File: src/rtl/latex_stream_pkg.sv
// Shared types and constants for the LaTeX transform byte-stream engine.
package latex_stream_pkg;

  typedef enum logic [1:0] {
    MODE_LHS     = 2'd0,
    MODE_RHS     = 2'd1,
    MODE_LHS_RHS = 2'd2,
    MODE_RHS_LHS = 2'd3
  } mode_e;

  typedef enum logic [3:0] {
    S_IDLE,
    S_PTR,
    S_PWAIT,
    S_SEG_INIT,
    S_FETCH,
    S_MWAIT,
    S_EMIT,
    S_SEP,
    S_TERM,
    S_FIN
  } state_e;

  localparam logic [7:0] ASCII_EQUALS  = 8'h3D;
  localparam logic [7:0] ASCII_NEWLINE = 8'h0A;

  // Pointer entry layout, MSB first: {lhs_base, lhs_len, rhs_base, rhs_len}
  localparam int unsigned RHS_LEN_LSB = 0;

  function automatic int unsigned lhs_base_lsb(input int unsigned addr_w, input int unsigned len_w);
    return addr_w + 2 * len_w;
  endfunction

  function automatic int unsigned lhs_len_lsb(input int unsigned addr_w, input int unsigned len_w);
    return addr_w + len_w;
  endfunction

  function automatic int unsigned rhs_base_lsb(input int unsigned len_w);
    return len_w;
  endfunction

endpackage

File: src/rtl/word_unpacker.sv
// Holds one packed character-memory word and presents its chars MSB-first.
module word_unpacker #(
  parameter int unsigned CHARS_PER_WORD = 2
) (
  input  logic                          clk,
  input  logic                          rst,
  input  logic                          load,
  input  logic                          advance,
  input  logic [8*CHARS_PER_WORD-1:0]   word_in,
  output logic [7:0]                    char_out,
  output logic                          last_char
);

  localparam int unsigned IDX_W = (CHARS_PER_WORD > 1) ? $clog2(CHARS_PER_WORD) : 1;
  localparam logic [IDX_W-1:0] LAST_IDX = IDX_W'(CHARS_PER_WORD - 1);

  logic [8*CHARS_PER_WORD-1:0] word_q;
  logic [IDX_W-1:0]            idx_q;

  // Shifting the word left keeps the current char in the top byte.
  always_ff @(posedge clk) begin
    if (rst) begin
      word_q <= '0;
      idx_q  <= '0;
    end else if (load) begin
      word_q <= word_in;
      idx_q  <= '0;
    end else if (advance) begin
      word_q <= word_q << 8;
      idx_q  <= idx_q + IDX_W'(1);
    end
  end

  assign char_out  = word_q[8*CHARS_PER_WORD-1 -: 8];
  assign last_char = (idx_q == LAST_IDX);

endmodule

File: src/rtl/latex_stream_engine.sv
// Fetches a line's pointer entry and streams its LHS/RHS text as bytes
// over a valid/ready handshake, with optional separator and a terminator.
module latex_stream_engine
  import latex_stream_pkg::*;
#(
  parameter int unsigned NUM_LINES      = 51,
  parameter int unsigned LINE_W         = 8,
  parameter int unsigned ADDR_W         = 8,
  parameter int unsigned LEN_W          = 6,
  parameter int unsigned CHARS_PER_WORD = 2,
  parameter logic [7:0]  SEP_CHAR       = ASCII_EQUALS,
  parameter logic [7:0]  TERM_CHAR      = ASCII_NEWLINE
) (
  input  logic                          clk,
  input  logic                          rst,
  input  logic                          start,
  input  logic [LINE_W-1:0]             line,
  input  logic [1:0]                    mode,
  output logic                          busy,
  output logic                          done,
  output logic                          err,
  output logic                          ptr_rd,
  output logic [LINE_W-1:0]             ptr_addr,
  input  logic [2*(ADDR_W+LEN_W)-1:0]   ptr_data,
  output logic                          mem_rd,
  output logic [ADDR_W-1:0]             mem_addr,
  input  logic [8*CHARS_PER_WORD-1:0]   mem_dout,
  output logic [7:0]                    out_data,
  output logic                          out_valid,
  input  logic                          out_ready,
  output logic                          out_last
);

  localparam int unsigned LB_LSB = lhs_base_lsb(ADDR_W, LEN_W);
  localparam int unsigned LL_LSB = lhs_len_lsb(ADDR_W, LEN_W);
  localparam int unsigned RB_LSB = rhs_base_lsb(LEN_W);
  localparam logic [LINE_W:0] LINE_LIMIT = (LINE_W + 1)'(NUM_LINES);

  state_e              state;
  mode_e               mode_q;
  logic                seg_idx;
  logic [ADDR_W-1:0]   lhs_base_q, rhs_base_q;
  logic [LEN_W-1:0]    lhs_len_q, rhs_len_q, remain_q;
  logic [7:0]          ctl_byte;
  logic                emit_sel;

  logic [ADDR_W-1:0]   pd_lhs_base, pd_rhs_base, seg_base;
  logic [LEN_W-1:0]    pd_lhs_len, pd_rhs_len, seg_len;
  logic                seg_rhs, sep_next, xfer;
  logic                unp_load, unp_advance, unp_last;
  logic [7:0]          unp_char;

  assign pd_lhs_base = ptr_data[LB_LSB +: ADDR_W];
  assign pd_lhs_len  = ptr_data[LL_LSB +: LEN_W];
  assign pd_rhs_base = ptr_data[RB_LSB +: ADDR_W];
  assign pd_rhs_len  = ptr_data[RHS_LEN_LSB +: LEN_W];

  // In PWAIT the entry is taken straight from ptr_data so the first
  // segment can start without an extra SEG_INIT cycle.
  always_comb begin
    case (mode_q)
      MODE_LHS:     seg_rhs = 1'b0;
      MODE_RHS:     seg_rhs = 1'b1;
      MODE_LHS_RHS: seg_rhs = seg_idx;
      default:      seg_rhs = !seg_idx;
    endcase
    if (state == S_PWAIT) begin
      seg_base = seg_rhs ? pd_rhs_base : pd_lhs_base;
      seg_len  = seg_rhs ? pd_rhs_len  : pd_lhs_len;
    end else begin
      seg_base = seg_rhs ? rhs_base_q : lhs_base_q;
      seg_len  = seg_rhs ? rhs_len_q  : lhs_len_q;
    end
    sep_next = mode_q[1] && !seg_idx;
  end

  assign xfer        = out_valid && out_ready;
  assign unp_load    = (state == S_MWAIT);
  assign unp_advance = (state == S_EMIT) && xfer && (remain_q != LEN_W'(1)) && !unp_last;
  assign out_data    = emit_sel ? unp_char : ctl_byte;

  word_unpacker #(.CHARS_PER_WORD(CHARS_PER_WORD)) u_unpacker (
    .clk       (clk),
    .rst       (rst),
    .load      (unp_load),
    .advance   (unp_advance),
    .word_in   (mem_dout),
    .char_out  (unp_char),
    .last_char (unp_last)
  );

  always_ff @(posedge clk) begin
    if (rst) begin
      state      <= S_IDLE;
      mode_q     <= MODE_LHS;
      seg_idx    <= 1'b0;
      lhs_base_q <= '0;
      lhs_len_q  <= '0;
      rhs_base_q <= '0;
      rhs_len_q  <= '0;
      remain_q   <= '0;
      ctl_byte   <= '0;
      emit_sel   <= 1'b0;
      busy       <= 1'b0;
      done       <= 1'b0;
      err        <= 1'b0;
      ptr_rd     <= 1'b0;
      ptr_addr   <= '0;
      mem_rd     <= 1'b0;
      mem_addr   <= '0;
      out_valid  <= 1'b0;
      out_last   <= 1'b0;
    end else begin
      done <= 1'b0;
      err  <= 1'b0;
      case (state)
        S_IDLE: if (start) begin
          mode_q  <= mode_e'(mode);
          seg_idx <= 1'b0;
          if ({1'b0, line} >= LINE_LIMIT) begin
            done  <= 1'b1;
            err   <= 1'b1;
            state <= S_FIN;
          end else begin
            busy     <= 1'b1;
            ptr_rd   <= 1'b1;
            ptr_addr <= line;
            state    <= S_PTR;
          end
        end
        S_PTR: begin
          ptr_rd <= 1'b0;
          state  <= S_PWAIT;
        end
        S_PWAIT, S_SEG_INIT: begin
          if (state == S_PWAIT) begin
            lhs_base_q <= pd_lhs_base;
            lhs_len_q  <= pd_lhs_len;
            rhs_base_q <= pd_rhs_base;
            rhs_len_q  <= pd_rhs_len;
          end
          if (seg_len != '0) begin
            mem_addr <= seg_base;
            remain_q <= seg_len;
            mem_rd   <= 1'b1;
            state    <= S_FETCH;
          end else begin
            out_valid <= 1'b1;
            emit_sel  <= 1'b0;
            if (sep_next) begin
              ctl_byte <= SEP_CHAR;
              state    <= S_SEP;
            end else begin
              ctl_byte <= TERM_CHAR;
              out_last <= 1'b1;
              state    <= S_TERM;
            end
          end
        end
        S_FETCH: begin
          mem_rd <= 1'b0;
          state  <= S_MWAIT;
        end
        S_MWAIT: begin
          out_valid <= 1'b1;
          emit_sel  <= 1'b1;
          state     <= S_EMIT;
        end
        S_EMIT: if (out_ready) begin
          remain_q <= remain_q - LEN_W'(1);
          if (remain_q == LEN_W'(1)) begin
            emit_sel <= 1'b0;
            if (sep_next) begin
              ctl_byte <= SEP_CHAR;
              state    <= S_SEP;
            end else begin
              ctl_byte <= TERM_CHAR;
              out_last <= 1'b1;
              state    <= S_TERM;
            end
          end else if (unp_last) begin
            out_valid <= 1'b0;
            mem_addr  <= mem_addr + ADDR_W'(1);
            mem_rd    <= 1'b1;
            state     <= S_FETCH;
          end
        end
        S_SEP: if (out_ready) begin
          out_valid <= 1'b0;
          seg_idx   <= 1'b1;
          state     <= S_SEG_INIT;
        end
        S_TERM: if (out_ready) begin
          out_valid <= 1'b0;
          out_last  <= 1'b0;
          busy      <= 1'b0;
          done      <= 1'b1;
          state     <= S_FIN;
        end
        S_FIN:   state <= S_IDLE;
        default: state <= S_IDLE;
      endcase
    end
  end

endmodule

File: config.mk
export PLATFORM = sky130hd
export DESIGN_NAME = latex_stream_engine
export DESIGN_NICKNAME = d
export VERILOG_FILES = /design/src/rtl/latex_stream_pkg.sv /design/src/rtl/word_unpacker.sv /design/src/rtl/latex_stream_engine.sv
export SDC_FILE = /design/constraint.sdc
export NUM_CORES = 1
export LEC_CHECK = 0
export ABC_AREA = 1
export CAP_MARGIN = 20
export CORE_MARGIN = 1.5
export CORE_UTILIZATION = 35
export CTS_CLUSTER_DIAMETER = 60
export DETAILED_ROUTE_END_ITERATION = 6
export GPL_TIMING_DRIVEN = 0
export PLACE_DENSITY = 0.67
export SYNTH_ARGS = -nofsm -noshare
export SYNTH_HDL_FRONTEND = slang
export SYNTH_SLANG_ARGS = --single-unit
export TNS_END_PERCENT = 20
File: constraint.sdc
create_clock -name clk -period 2.4 [get_ports clk]
set_clock_uncertainty 0.2 [all_clocks]
set_input_delay 0.48 -clock clk [delete_from_list [all_inputs] [get_ports clk]]
set_output_delay 0.48 -clock clk [all_outputs]
set_load 0.03 [all_outputs]
Yosys cells after proc, flatten, opt, wreduce, memory -nomap -nowiden
Cells that the tools add are included.
Storage, ports and cells
  output and inout port bits: 31
  bits in registers: 90
  logic and storage cells: 152
Operators by class
  muxes and demuxes: 64
  add/sub/neg operators: 3
  equality and inequality tests: 24
  bitwise operators: 2
  magnitude comparators: 1
  reduce and logical (&&, ||, !) cells: 37
Operators with widths (count)
  $mux W8: 11
  $mux W4: 9
  $mux W6: 6
  $mux W16: 2
  $pmux W4 S8: 1
  $pmux W8 S2: 2
  $mux W1: 23
  $reduce_and A5 Y1: 4
  $eq A4 B3 Y1 const B: 4
  $ne A2 B2 Y1 const B: 8
  $pmux W1 S3: 4
  $pmux W6 S2: 1
  $reduce_and A3 Y1: 4
  $reduce_and A4 Y1: 3
  $reduce_bool A2 Y1: 5
  $reduce_bool A3 Y1: 3
  $add A8 B1 Y8 const B: 1
  $eq A4 B2 Y1 const B: 2
  $ge A8 B6 Y1 const B: 1
  $pmux W1 S2: 4
  $reduce_or A2 Y1: 4
  $eq A6 B1 Y1 const B: 1
  $ne A2 B1 Y1 const B: 3
  $ne A6 B1 Y1 const B: 1
  17 further kinds: 24

Logic depth before layout (Yosys ltp)
Gate-level depths: netlist of the first run.
  depth after elaboration: 7
  gate-level depth with buffers: 16
  gate-level depth less buffers: 14

By module
Synthesis of the first run repeated with hierarchy kept, for this count alone.
Unflattened totals
  cell total of the unflattened synthesis: 687
  area total of the unflattened synthesis: 4536.9 sq um
By module, submodules not included
  latex_stream_engine: area each 3716.1 sq um, instances 1, cells each 580
  word_unpacker: area each 820.8 sq um, instances 1, cells each 107

Worst setup path after synthesis of the first run
No wires, ideal clock.
  path kind: reg-to-reg
  start: register state[2]
  end: register u_unpacker.word_q[14]
  buffers on the path: 1
  path slack: 0.499 ns
  stages on the path, launching flop included: 13
  arrival: 1.569 ns
  period minus slack after synthesis: 1.901 ns
  cell sequence: dfxtp_1 inv_1 nor2_2 nand2_2 inv_2 nand2_2 nor2_2 nand3_1 nand2_2 inv_2 buf_6 nand2_1 a31oi_1
On the way
  longest elaborated chain between the ends: 5
  elaborated cells between the ends (all ways): 7
  classes of those cells: eq/ne (2); mux (1); reduce/logical (4)
RTL lines
  start: declaration: RTL line latex_stream_engine.sv:39  | state_e state;
  start signal: assignment: RTL line latex_stream_engine.sv:94  | state <= S_IDLE;
  start signal: assignment: RTL line latex_stream_engine.sv:123  | state <= S_FIN;
  start signal: assignment: RTL line latex_stream_engine.sv:128  | state <= S_PTR;
  $eq A4 B3 Y1: RTL line latex_stream_engine.sv:79  | assign unp_advance = (state == S_EMIT) && xfer && (remain_q != LEN_W'(1)) && !unp_last;
  $logic_and A1 B1 Y1 (3 in a row): RTL line latex_stream_engine.sv:79
  $reduce_bool A2 Y1 (no source line)
  end signal: assignment: RTL line word_unpacker.sv:26  | word_q <= word_in;
  end signal: assignment: RTL line word_unpacker.sv:29  | word_q <= word_q << 8;
  end: declaration: RTL line word_unpacker.sv:17  | logic [8*CHARS_PER_WORD-1:0] word_q;
Parallel ways exist; a longest one is shown, timed or not.
A chain may end at the register's enable or synchronous reset.

Worst setup path after layout of the first run
  start: register emit_sel
  end: output out_data[3]
On the way
  longest elaborated chain between the ends: 1
RTL lines
  start: declaration: RTL line latex_stream_engine.sv:45  | logic emit_sel;
  start signal: assignment: RTL line latex_stream_engine.sv:103  | emit_sel <= 1'b0;
  start signal: assignment: RTL line latex_stream_engine.sv:149  | emit_sel <= 1'b0;
  start signal: assignment: RTL line latex_stream_engine.sv:166  | emit_sel <= 1'b1;
  $mux W8: RTL line latex_stream_engine.sv:80  | assign out_data = emit_sel ? unp_char : ctl_byte;
  end: declaration: RTL line latex_stream_engine.sv:28  | output logic [7:0] out_data,
Every way passes these cells.

==> reports/metrics.cfg, run 1 <==
[yosys]
synthMuxAreaShare_pct = 0
synthesis.area_per_instance_sq_um = 6.602
ys_ff_latch = 85
synth_top_area_share_pct = 38.99
synth_cell_types = 31
yosysTopAreaCell = dfxtp_1
synthAdderAreaFrac_pct = 0.8601
synth_compound_area_share_pct = 14.76
synth_xor_xnor_area_share_pct = 0.4014
ys_seq_area_share_pct = 38.99
synth_area_leaders = dfxtp_1 39%, nand2_1 14%, nor2_1 7.0%
ys_warn_count = 0
netlist_instances = 661
synth_top_family_by_area = simple AND/OR/NAND/NOR gates
syn-cell-area_sq_mm = 0.004364
synthSimpleGateAreaFrac_pct = 34.38
synth_nets = 722

[power]
p_total_mw = 5.372
ir_worst_vdd_v = 0.0004679
p_leak_nw = 2.424
powerDensity_mw_per_mm2 = 933.1

[clock_network]
clk_pin_slew_ns = 0.06
cts_hold_buf = 0
clock_latency_ns = 0.35
cts_tree = built
htree_levels = 3
clock_sinks = 85
numCtsBuffers = 9
cts-root-buf = clkbuf_16
postCtsSetupBuffers = 0
ctsLongestPathBuffers = 2

[worst_setup_path]
critPathMaxStageDelay_ns = 0.70
crit_required_ns = 1.72
cp_slowest_cell = clkdlybuf4s50_1
crit_fanout = 10
end_kind = output port
crit_chain = nand2_1, o21ai_0, clkdlybuf4s50_1
cp.arrival_ns = 1.61
start_kind = flop
path_class = flop to output port

[grt]
grt_use_total_pct = 18.69
grt_pass1_wl_microns = 19380
grt_overflow = 0
grt_max_degree = 14
grt_pass1_vias = 4056
grt_antenna_before_repair = 0

[outcome]
violations = DRC
status = finished with violations

[timing]
post-route-period-util_pct = 95.57
setup_violations = 0
rsz0062_at_grt = true
fin_crit_ns = 2.294
tightest_slew_ns = 0.6493
slew_violations = 0
finalHoldViolations = 0
max_freq_mhz = 436.0
slew_headroom_pct = 56.72

[routing]
routed_via_density = 4.714
wl_per_cell_microns = 12.41
vias = 4389
drt_wl_total_microns = 11560
drc = 3
initialDrtViolationCount = 314
detail_route.first_pass.iterations = 7
ant_nets = 0

[finish]
diodes = 0
layout.nets = 819
area_growth_pct = 31.91
drive_gt1_share_pct = 8.388
postLayoutCoreUtil_pct = 47.53
layout_common_cells = 167 x nand2_1, 83 x dfxtp_1, 83 x clkdlybuf4s50_1
layout.cells.most_common = nand2_1

[floorplan]
die_w_microns = 114.7
start_util_pct = 36.03
ios = 89
rows = 40
dieArea_sq_mm = 0.01315
core_sq_mm = 0.01211
die_h_microns = 114.7

[min_path]
hp-class = flop to flop

[placement]
dp_hpwl_microns = 8638
routabilityCongestion = 0.9021
port_buffers = 87

[flow_run]
max_cap_violations = 0

[sequential cells by signal (all words and copies together) (netlist names), 2 cells and up]
signal             count
mode_q                 2
rhs_len_q              6
rhs_base_q             8
lhs_len_q              6
mem_addr               8
state                  4
ctl_byte               3
u_unpacker.word_q     16
lhs_base_q             8
remain_q               6
ptr_addr               8
[stage by stage]
stage | instances | setup slack, ns | cell area (sq um) | setup TNS, ns | hold WS, ns
after floorplan | 661 | 0.4988 | 4364 | 0 | 0.2217
after CTS | 931 | 0.003684 | 5748 | 0 | 0.2432
after detailed placement | 916 | -0.03896 | 5445 | -0.1619 | 0.2365
after global routing | 931 | -0.02123 | 5757 | -0.02123 | 0.2618
final | 931 | 0.1064 | 5757 | 0 | 0.2398
after global placement | 916 | -0.02465 | 5445 | -0.09805 | 0.2309
[where the power goes]
group / switching [mW] / internal (mW) / total [mW]
combinational: 1.29 / 0.807 / 2.10
sequential: 0.160 / 1.64 / 1.79
clock: 0.571 / 0.907 / 1.48
total: 2.02 / 3.35 / 5.37
[final timing paths]
| kind | start | end | slack [ns] | cells past startpoint |
|---|---|---|---|---|
| max reg2reg | state[2]$_SDFFE_PP0P_ | u_unpacker.word_q[6]$_SDFFE_PP0P_ | 0.16 | 12 |
| max | emit_sel$_SDFFE_PP0P_ | out_data[3] | 0.11 | 3 |
| min reg2reg | ptr_addr[6]$_SDFFE_PP0P_ | ptr_addr[6]$_SDFFE_PP0P_ | 0.24 | 2 |
| min | ptr_addr[6]$_SDFFE_PP0P_ | ptr_addr[6]$_SDFFE_PP0P_ | 0.24 | 2 |
[critical path: cells and delay by family, from the launching register on]
family | cells | cell delay, ns
AOI/OAI and AO/OA | 1 | 0.07
DFF | 1 | 0.43
buffers and inverters | 1 | 0.70
and+or+nand+nor | 1 | 0.07
[repair_timing]
action / CTS / global route
cloned: 0 / 0
pin swaps: 0 / 0
setup endpoints to repair: 8 / 14
resized for setup: 3 / 4
[layer usage]
| metal | track usage, % | wire, microns |
|---|---|---|
| met4 | 5.333 | 142 |
| met5 | 0 | 0 |
| met2 | 29.78 | 5224 |
| met1 | 24.71 | 5433 |
| met3 | 5.241 | 758 |
[logic make-up after synthesis]
logic type      Yosys count
compound gates          124
xor+xnor                  2
fa+ha+maj                 3
buf+inv                 106
flops                    85
simple gates            341
[Yosys cell counts (all sizes together)]
cell type  number
inv            76
a211oi          1
clkbuf         15
o22ai           2
ha              3
nor3            6
dfxtp          85
a31oi           9
nand3          56
or2             3
o31ai           2
nand4           3
a21oi          54
nand3b          4
nand2         177
o21ai          55
nor2           92
o211ai          1
clkinv          1
buf            14
xor2            2
[final cells by class]
class	count	area [sq um]
Fill cell	1287	6355
Multi-Input combinational cell	470	2200
Sequential cell	85	1704
Timing Repair Buffer	87	873.3
Inverter	77	294.0
Clock buffer	11	232.7
Tap cell	168	210.2
Buffer	28	167.7
Clock inverter	5	75.07
Power figures use the tool's default switching activity.
==> run 2, diff against run 1 <==
--- a/config.mk
+++ b/config.mk
@@ -10,6 +10,7 @@
 export CORE_MARGIN = 1.5
 export CORE_UTILIZATION = 35
 export CTS_CLUSTER_DIAMETER = 60
+export CTS_CLUSTER_SIZE = 12
 export DETAILED_ROUTE_END_ITERATION = 6
 export GPL_TIMING_DRIVEN = 0
 export PLACE_DENSITY = 0.67
==> results of run 2 <==
No change in the layout: final DEF, timing and power equal those of run 1.
